===== src/rtl/decode_pkg.sv =====
// +----------------------------------------------------------------------+
// | decode_pkg : shared opcodes and control encodings for decode         |
// | Revision   : 1.0                                                     |
// +----------------------------------------------------------------------+
`default_nettype none

package decode_pkg;

   localparam logic [6:0] OP_R      = 7'b0110011;
   localparam logic [6:0] OP_I      = 7'b0010011;
   localparam logic [6:0] OP_LOAD   = 7'b0000011;
   localparam logic [6:0] OP_STORE  = 7'b0100011;
   localparam logic [6:0] OP_BRANCH = 7'b1100011;
   localparam logic [6:0] OP_JAL    = 7'b1101111;
   localparam logic [6:0] OP_JALR   = 7'b1100111;
   localparam logic [6:0] OP_LUI    = 7'b0110111;

   typedef enum logic [2:0] {
      ALU_ADD = 3'b000,
      ALU_SUB = 3'b001,
      ALU_AND = 3'b010,
      ALU_OR  = 3'b011,
      ALU_XOR = 3'b100,
      ALU_SLT = 3'b101
   } aluctrl_t;

   typedef enum logic [1:0] {
      RES_ALU = 2'b00,
      RES_MEM = 2'b01,
      RES_PC4 = 2'b10,
      RES_IMM = 2'b11
   } resultsrc_t;

   typedef enum logic [2:0] {
      IMM_I    = 3'd0,
      IMM_S    = 3'd1,
      IMM_B    = 3'd2,
      IMM_J    = 3'd3,
      IMM_U    = 3'd4,
      IMM_NONE = 3'd5
   } immsrc_t;

   // funct3 values implemented for both R-type and I-type ALU ops
   function automatic logic f3_is_alu(input logic [2:0] f3);
      return (f3 == 3'b000) || (f3 == 3'b010) || (f3 == 3'b100) ||
             (f3 == 3'b110) || (f3 == 3'b111);
   endfunction

   function automatic aluctrl_t alu_from_f3(input logic [2:0] f3, input logic sub);
      aluctrl_t sel;
      case (f3)
         3'b000:  sel = sub ? ALU_SUB : ALU_ADD;
         3'b010:  sel = ALU_SLT;
         3'b100:  sel = ALU_XOR;
         3'b110:  sel = ALU_OR;
         3'b111:  sel = ALU_AND;
         default: sel = ALU_ADD;
      endcase
      return sel;
   endfunction

endpackage

`default_nettype wire


===== src/rtl/decode_regfile.sv =====
// +----------------------------------------------------------------------+
// | regfile : 2R/1W register file, x0 hard-wired to zero, async clear    |
// | Revision: 1.0                                                        |
// +----------------------------------------------------------------------+
`default_nettype none

module regfile #(
   parameter int D_WIDTH = 32,
   parameter int R_ADDR  = 5,
   parameter int BYPASS  = 0
) (
   input  logic               clk,
   input  logic               rst,
   input  logic [R_ADDR-1:0]  a1,
   input  logic [R_ADDR-1:0]  a2,
   input  logic [R_ADDR-1:0]  a3,
   input  logic               we3,
   input  logic [D_WIDTH-1:0] wd3,
   output logic [D_WIDTH-1:0] rd1,
   output logic [D_WIDTH-1:0] rd2
);

   localparam int N_REGS = 1 << R_ADDR;

   logic [D_WIDTH-1:0] regs_q [1:N_REGS-1];
   logic [D_WIDTH-1:0] regs_d [1:N_REGS-1];
   logic               wr_en;

   // rst also gates the write so a write held across a reset edge is lost
   assign wr_en = we3 && (a3 != '0) && !rst;

   always_comb begin
      regs_d = regs_q;
      if (wr_en) begin
         regs_d[a3] = wd3;
      end
   end

   always_ff @(posedge clk or posedge rst) begin
      if (rst) begin
         for (int i = 1; i < N_REGS; i++) begin
            regs_q[i] <= '0;
         end
      end else begin
         regs_q <= regs_d;
      end
   end

   generate
      if (BYPASS != 0) begin : g_bypass
         assign rd1 = (a1 == '0) ? '0 : ((wr_en && (a3 == a1)) ? wd3 : regs_q[a1]);
         assign rd2 = (a2 == '0) ? '0 : ((wr_en && (a3 == a2)) ? wd3 : regs_q[a2]);
      end else begin : g_no_bypass
         assign rd1 = (a1 == '0) ? '0 : regs_q[a1];
         assign rd2 = (a2 == '0) ? '0 : regs_q[a2];
      end
   endgenerate

endmodule

`default_nettype wire


===== src/rtl/decode.sv =====
// +----------------------------------------------------------------------+
// | decode : RV32I decode stage - control, immediates, register file     |
// | Revision: 1.0                                                        |
// +----------------------------------------------------------------------+
`default_nettype none

module decode
   import decode_pkg::*;
#(
   parameter int A_WIDTH = 32,
   parameter int D_WIDTH = 32,
   parameter int R_ADDR  = 5,
   parameter int BYPASS  = 0
) (
   input  logic               clk,
   input  logic               rst,
   input  logic [A_WIDTH-1:0] instr,
   input  logic               regwrite_in,
   input  logic [R_ADDR-1:0]  rd_in,
   input  logic [D_WIDTH-1:0] wd3,
   output logic [D_WIDTH-1:0] rd1,
   output logic [D_WIDTH-1:0] rd2,
   output logic [D_WIDTH-1:0] immext,
   output logic [R_ADDR-1:0]  rd,
   output logic               regwrite,
   output logic               memwrite,
   output logic               alusrc,
   output logic               branch,
   output logic               jump,
   output logic               jalr,
   output logic [1:0]         resultsrc,
   output logic [2:0]         aluctrl,
   output logic               illegal
);

   logic [6:0]  opcode;
   logic [2:0]  funct3;
   logic        dec_regwrite;
   logic        dec_memwrite;
   immsrc_t     immsrc;
   aluctrl_t    alu_sel;
   resultsrc_t  res_sel;
   logic [31:0] imm32;

   assign opcode = instr[6:0];
   assign funct3 = instr[14:12];

   always_comb begin
      illegal      = 1'b0;
      dec_regwrite = 1'b0;
      dec_memwrite = 1'b0;
      alusrc       = 1'b0;
      branch       = 1'b0;
      jump         = 1'b0;
      jalr         = 1'b0;
      res_sel      = RES_ALU;
      alu_sel      = ALU_ADD;
      immsrc       = IMM_NONE;
      case (opcode)
         OP_R: begin
            if (f3_is_alu(funct3)) begin
               dec_regwrite = 1'b1;
               alu_sel      = alu_from_f3(funct3, instr[30]);
            end else begin
               illegal = 1'b1;
            end
         end
         OP_I: begin
            if (f3_is_alu(funct3)) begin
               dec_regwrite = 1'b1;
               alusrc       = 1'b1;
               immsrc       = IMM_I;
               alu_sel      = alu_from_f3(funct3, 1'b0);
            end else begin
               illegal = 1'b1;
            end
         end
         OP_LOAD: begin
            if (funct3 == 3'b010) begin
               dec_regwrite = 1'b1;
               alusrc       = 1'b1;
               res_sel      = RES_MEM;
               immsrc       = IMM_I;
            end else begin
               illegal = 1'b1;
            end
         end
         OP_STORE: begin
            if (funct3 == 3'b010) begin
               dec_memwrite = 1'b1;
               alusrc       = 1'b1;
               immsrc       = IMM_S;
            end else begin
               illegal = 1'b1;
            end
         end
         OP_BRANCH: begin
            // only beq/bne; polarity travels downstream as instr[12]
            if (funct3[2:1] == 2'b00) begin
               branch  = 1'b1;
               alu_sel = ALU_SUB;
               immsrc  = IMM_B;
            end else begin
               illegal = 1'b1;
            end
         end
         OP_JAL: begin
            dec_regwrite = 1'b1;
            jump         = 1'b1;
            res_sel      = RES_PC4;
            immsrc       = IMM_J;
         end
         OP_JALR: begin
            if (funct3 == 3'b000) begin
               dec_regwrite = 1'b1;
               jump         = 1'b1;
               jalr         = 1'b1;
               alusrc       = 1'b1;
               res_sel      = RES_PC4;
               immsrc       = IMM_I;
            end else begin
               illegal = 1'b1;
            end
         end
         OP_LUI: begin
            dec_regwrite = 1'b1;
            alusrc       = 1'b1;
            res_sel      = RES_IMM;
            immsrc       = IMM_U;
         end
         default: illegal = 1'b1;
      endcase
   end

   assign regwrite  = dec_regwrite & ~rst;
   assign memwrite  = dec_memwrite & ~rst;
   assign resultsrc = res_sel;
   assign aluctrl   = alu_sel;
   assign rd        = instr[7 +: R_ADDR];

   always_comb begin
      case (immsrc)
         IMM_I:   imm32 = {{20{instr[31]}}, instr[31:20]};
         IMM_S:   imm32 = {{20{instr[31]}}, instr[31:25], instr[11:7]};
         IMM_B:   imm32 = {{20{instr[31]}}, instr[7], instr[30:25], instr[11:8], 1'b0};
         IMM_J:   imm32 = {{12{instr[31]}}, instr[19:12], instr[20], instr[30:21], 1'b0};
         IMM_U:   imm32 = {instr[31:12], 12'b0};
         default: imm32 = 32'b0;
      endcase
   end

   assign immext = D_WIDTH'($signed(imm32));

   regfile #(
      .D_WIDTH (D_WIDTH),
      .R_ADDR  (R_ADDR),
      .BYPASS  (BYPASS)
   ) u_regfile (
      .clk (clk),
      .rst (rst),
      .a1  (instr[15 +: R_ADDR]),
      .a2  (instr[20 +: R_ADDR]),
      .a3  (rd_in),
      .we3 (regwrite_in),
      .wd3 (wd3),
      .rd1 (rd1),
      .rd2 (rd2)
   );

endmodule

`default_nettype wire


===== config.mk =====
export PLATFORM = sky130hd
export DESIGN_NAME = decode
export DESIGN_NICKNAME = d
export VERILOG_FILES = /design/src/rtl/decode_pkg.sv /design/src/rtl/decode_regfile.sv /design/src/rtl/decode.sv
export SDC_FILE = /design/constraint.sdc
export NUM_CORES = 2
export LEC_CHECK = 0
export CORE_ASPECT_RATIO = 0.8
export CORE_MARGIN = 10
export CORE_UTILIZATION = 53
export DETAILED_ROUTE_END_ITERATION = 7
export GPL_TIMING_DRIVEN = 0
export PLACE_DENSITY = 0.71
export SLEW_MARGIN = 10
export SYNTH_ARGS = -nofsm -noshare
export SYNTH_HDL_FRONTEND = slang
export SYNTH_SLANG_ARGS = --single-unit

===== constraint.sdc =====
create_clock -name clk -period 41.9 [get_ports clk]
set_input_delay 6.285 -clock clk [delete_from_list [all_inputs] [get_ports clk]]
set_output_delay 6.285 -clock clk [all_outputs]
set_load 0.05 [all_outputs]

==> results.yml <==
outcome:
  outcome: "finished clean"
cts:
  hold_buffers: 0
  h-tree-depth: 3
  clock_path_buffers: 3
  clock_latency_ns: 0.70
  cts_sinks: 992
  cts_buffers: 102
  post_cts_buffers: 0
  clockRootBuffer: "clkbuf_16"
  ctsResizeCount: 0
  clkTransAtPathRegs_ns: 0.06
  cts_tree: "done"
logic_synthesis:
  synth_flop_cell: "dfrtp_1"
  ys_ff_latch: 992
  syn_inst: 3311
  ys_top_cells_by_area: "dfrtp_1 (46%), mux4_2 (24%), mux2_2 (23%)"
  synthArstFlopShare_pct: 100
  synth_area_um2: 53500
  synth_compound_gate_area_share_pct: 1.52
  yosysMostFrequentCell: "mux2_2"
  synth_fp_nets: 3383
  synth.avg_cell_area_um2: 16.2
  synthMuxAreaShare_pct: 47.8
  synthTopCellsByCount: "mux2_2 (1086), dfrtp_1 (992), mux4_2 (576), clkbuf_1 (195), buf_1 (78)"
  synth_top_area_share_pct: 46.4
  yosysWarnings: 0
  synth-edff-count: 0
  synth_top_family_by_area: "multiplexers"
  ys_types: 54
  yosysTopAreaCell: "dfrtp_1"
  synth_xor_area_share_pct: 0.0164
  synth-seq-area-share_pct: 46.4
  yosys.area_share.simple_pct: 1.33
  synth-adder-area-share_pct: 0
die:
  io_pins: 185
  core-area_um2: 100000
  die_w_um: 375
  fp.dieH_um: 304
  start_util_pct: 53.3
  num_rows: 104
  die-area_um2: 114000
finish:
  nets: 3667
  utilization_pct: 60.4
  largest_reg_flops: 992
  final_cells: 5006
  regMostFlops: "u_regfile.regs_q"
  fillers: 7491
  reg.largest.list: "u_regfile.regs_q x992"
  drive_above_1_share_pct: 53.2
  multi_input_area_um2: 27100
  syn2layout_area_growth_pct: 13.3
  seq_area_um2: 24800
flow_run:
  maxCapViolations: 0
detailed_routing:
  post_drt_wl_per_cell_um: 36.0
  drtIter0Drc: 4177
  final_antenna_net_count: 0
  drc: 0
  drt_wl_total_um: 180000
  dr.pass1.iters: 5
  vias_per_cell: 6.98
  num_vias: 34928
critical_path:
  worstSetupStartpoint: "instr[20]"
  arrival_ns: 10.68
  cpPeakStageDelay_ns: 0.96
  crit_required_ns: 35.62
  reg2reg_to: "u_regfile.regs_q[111]"
  worst-setup-path-type: "in2out"
  worstReg2RegStart: "u_regfile.regs_q[111]"
  path_max_fanout: 10
  reg2regPathDepth: 1
  cp_cell_sequence: "clkdlybuf4s50_1, buf_4, buf_2, clkbuf_1, mux4_2, mux4_2, mux2_2, clkdlybuf4s50_1"
  start_kind: "primary input"
  critPathSlowestCell: "clkbuf_1"
  endpoint_kind: "output port"
  reg2reg_slack_ns: 41.09
grt:
  grt_pass1_vias: 35423
  grt_max_degree: 116
  antenna_found_initial: 7
  grt_overflow: 0
  grt_pass1_wl_um: 257000
  grt_usage_pct: 31.4
power:
  p_per_area_nw_per_um2: 44.0
  peakVddDrop_v: 0.0000342
  leakage_nw: 26.8
sta:
  tightest_slew_ns: 1.46
  grt_setup_unrepaired: "no"
  slew_viol_final: 0
  hold_viol_final: 0
  fin_crit_sh_pct: 40.5
  setup_viol: 0
  finClkSkew_ns: 0
  fin_crit_ns: 16.97
  fmax_ghz: 0.0589
  slew_headroom_pct: 2.82
placement:
  place_congestion: 0.929
  dp.cells: 4816
  io_buffers: 171
  post-dp-hpwl_um: 122000
hold_path:
  hold_end: "u_regfile.regs_q[437]"
  min_path_type: "reg2reg"
  hold_depth: 1
  hold_start: "u_regfile.regs_q[437]"
## worst max-delay path by stage
stage	end	slack, ns	cells after the start
after detailed placement	rd2[29]	25.02	8
after global placement	u_regfile.regs_q[398]	-4.30	2
after floorplan	u_regfile.regs_q[0]	7.71	1
after CTS	rd2[29]	25.00	8
final	rd2[29]	24.93	8
after global routing	rd2[29]	24.93	8
## where the power goes
| group | internal (W) | switching, W | total (W) | leakage (nW) |
|---|---|---|---|---|
| Sequential | 0.00108 | 0.0000910 | 0.00118 | 13.2 |
| Clock | 0.000551 | 0.000405 | 0.000956 | 1.72 |
| Combinational | 0.000287 | 0.000246 | 0.000534 | 11.9 |
## cells by family (layout without fill, tap and decap cells)
group | Yosys count | in the layout
other | 0 | 1
buffers and inverters | 373 | 742
AO/OA/AOI/OAI | 111 | 111
AND/OR/NAND/NOR | 137 | 137
XOR/XNOR | 1 | 1
multiplexers | 1697 | 1697
flip-flops | 992 | 992
## critical path: cells and delay by family
| kind | cells | cell delay, ns |
|---|---|---|
| buf+inv | 5 | 3.08 |
| mux | 3 | 1.25 |
## cell type report
cell class | count | share of cell area [%]
diodes | 1 | 0.00413
plain buffers | 365 | 2.61
clock buffers | 143 | 4.85
clock inverters | 46 | 0.867
inverters | 8 | 0.0619
multi-input cells | 1946 | 44.7
flip-flops and latches | 992 | 41.0
well taps | 1325 | 2.74
repair buffers | 180 | 3.23
## layer usage
| metal | wire length (µm) | GRT usage (%) | vias up |
|---|---|---|---|
| li1 | - | - | 13520 |
| met1 | 72300 | 43.6 | 18885 |
| met2 | 78400 | 44.9 | 2052 |
| met3 | 21300 | 11.4 | 463 |
| met4 | 8330 | 12.6 | 8 |
| met5 | 87 | 0 | - |
## through the flow
step / hold slack (ns) / worst slack (ns) / setup TNS (ns) / total power (W) / cell area [µm²]
2_1_floorplan: 0.477 / 7.71 / 0 / 0.00155 / 53500
6_report: 0.522 / 24.93 / 0 / 0.00267 / 60600
4_1_cts: 0.521 / 25.00 / 0 / 0.00266 / 60600
3_5_place_dp: 0.508 / 25.02 / 0 / 0.00172 / 57100
5_1_grt: 0.533 / 24.93 / 0 / 0.00275 / 60600
3_3_place_gp: 0.499 / -4.30 / -4078.52 / 0.00170 / 56900
## cell usage in the layout, fill, tap and decap left out, drive strengths merged, types with 2 or more instances in the layout
cell	Yosys	routed
o22ai	2	2
bufinv	0	10
a22o	36	36
o2111ai	2	2
mux4	576	576
nand4b	4	4
buf	170	177
clkinvlp	0	3
nor3b	6	6
mux2	1088	1088
clkbuf	195	340
a21oi	5	5
and2	10	10
nand3b	4	4
a31oi	2	2
nand3	3	3
inv	8	9
or3	3	3
nor2	24	24
nor4	3	3
nor3	6	6
and3b	3	3
mux2i	33	33
o21ai	34	34
clkdlybuf4s50	0	171
a21o	18	18
nand2b	3	3
nand2	55	55
clkinv	0	32
or3b	2	2
nor2b	6	6
dfrtp	992	992
Note: power is estimated with default switching activity, not from simulation.
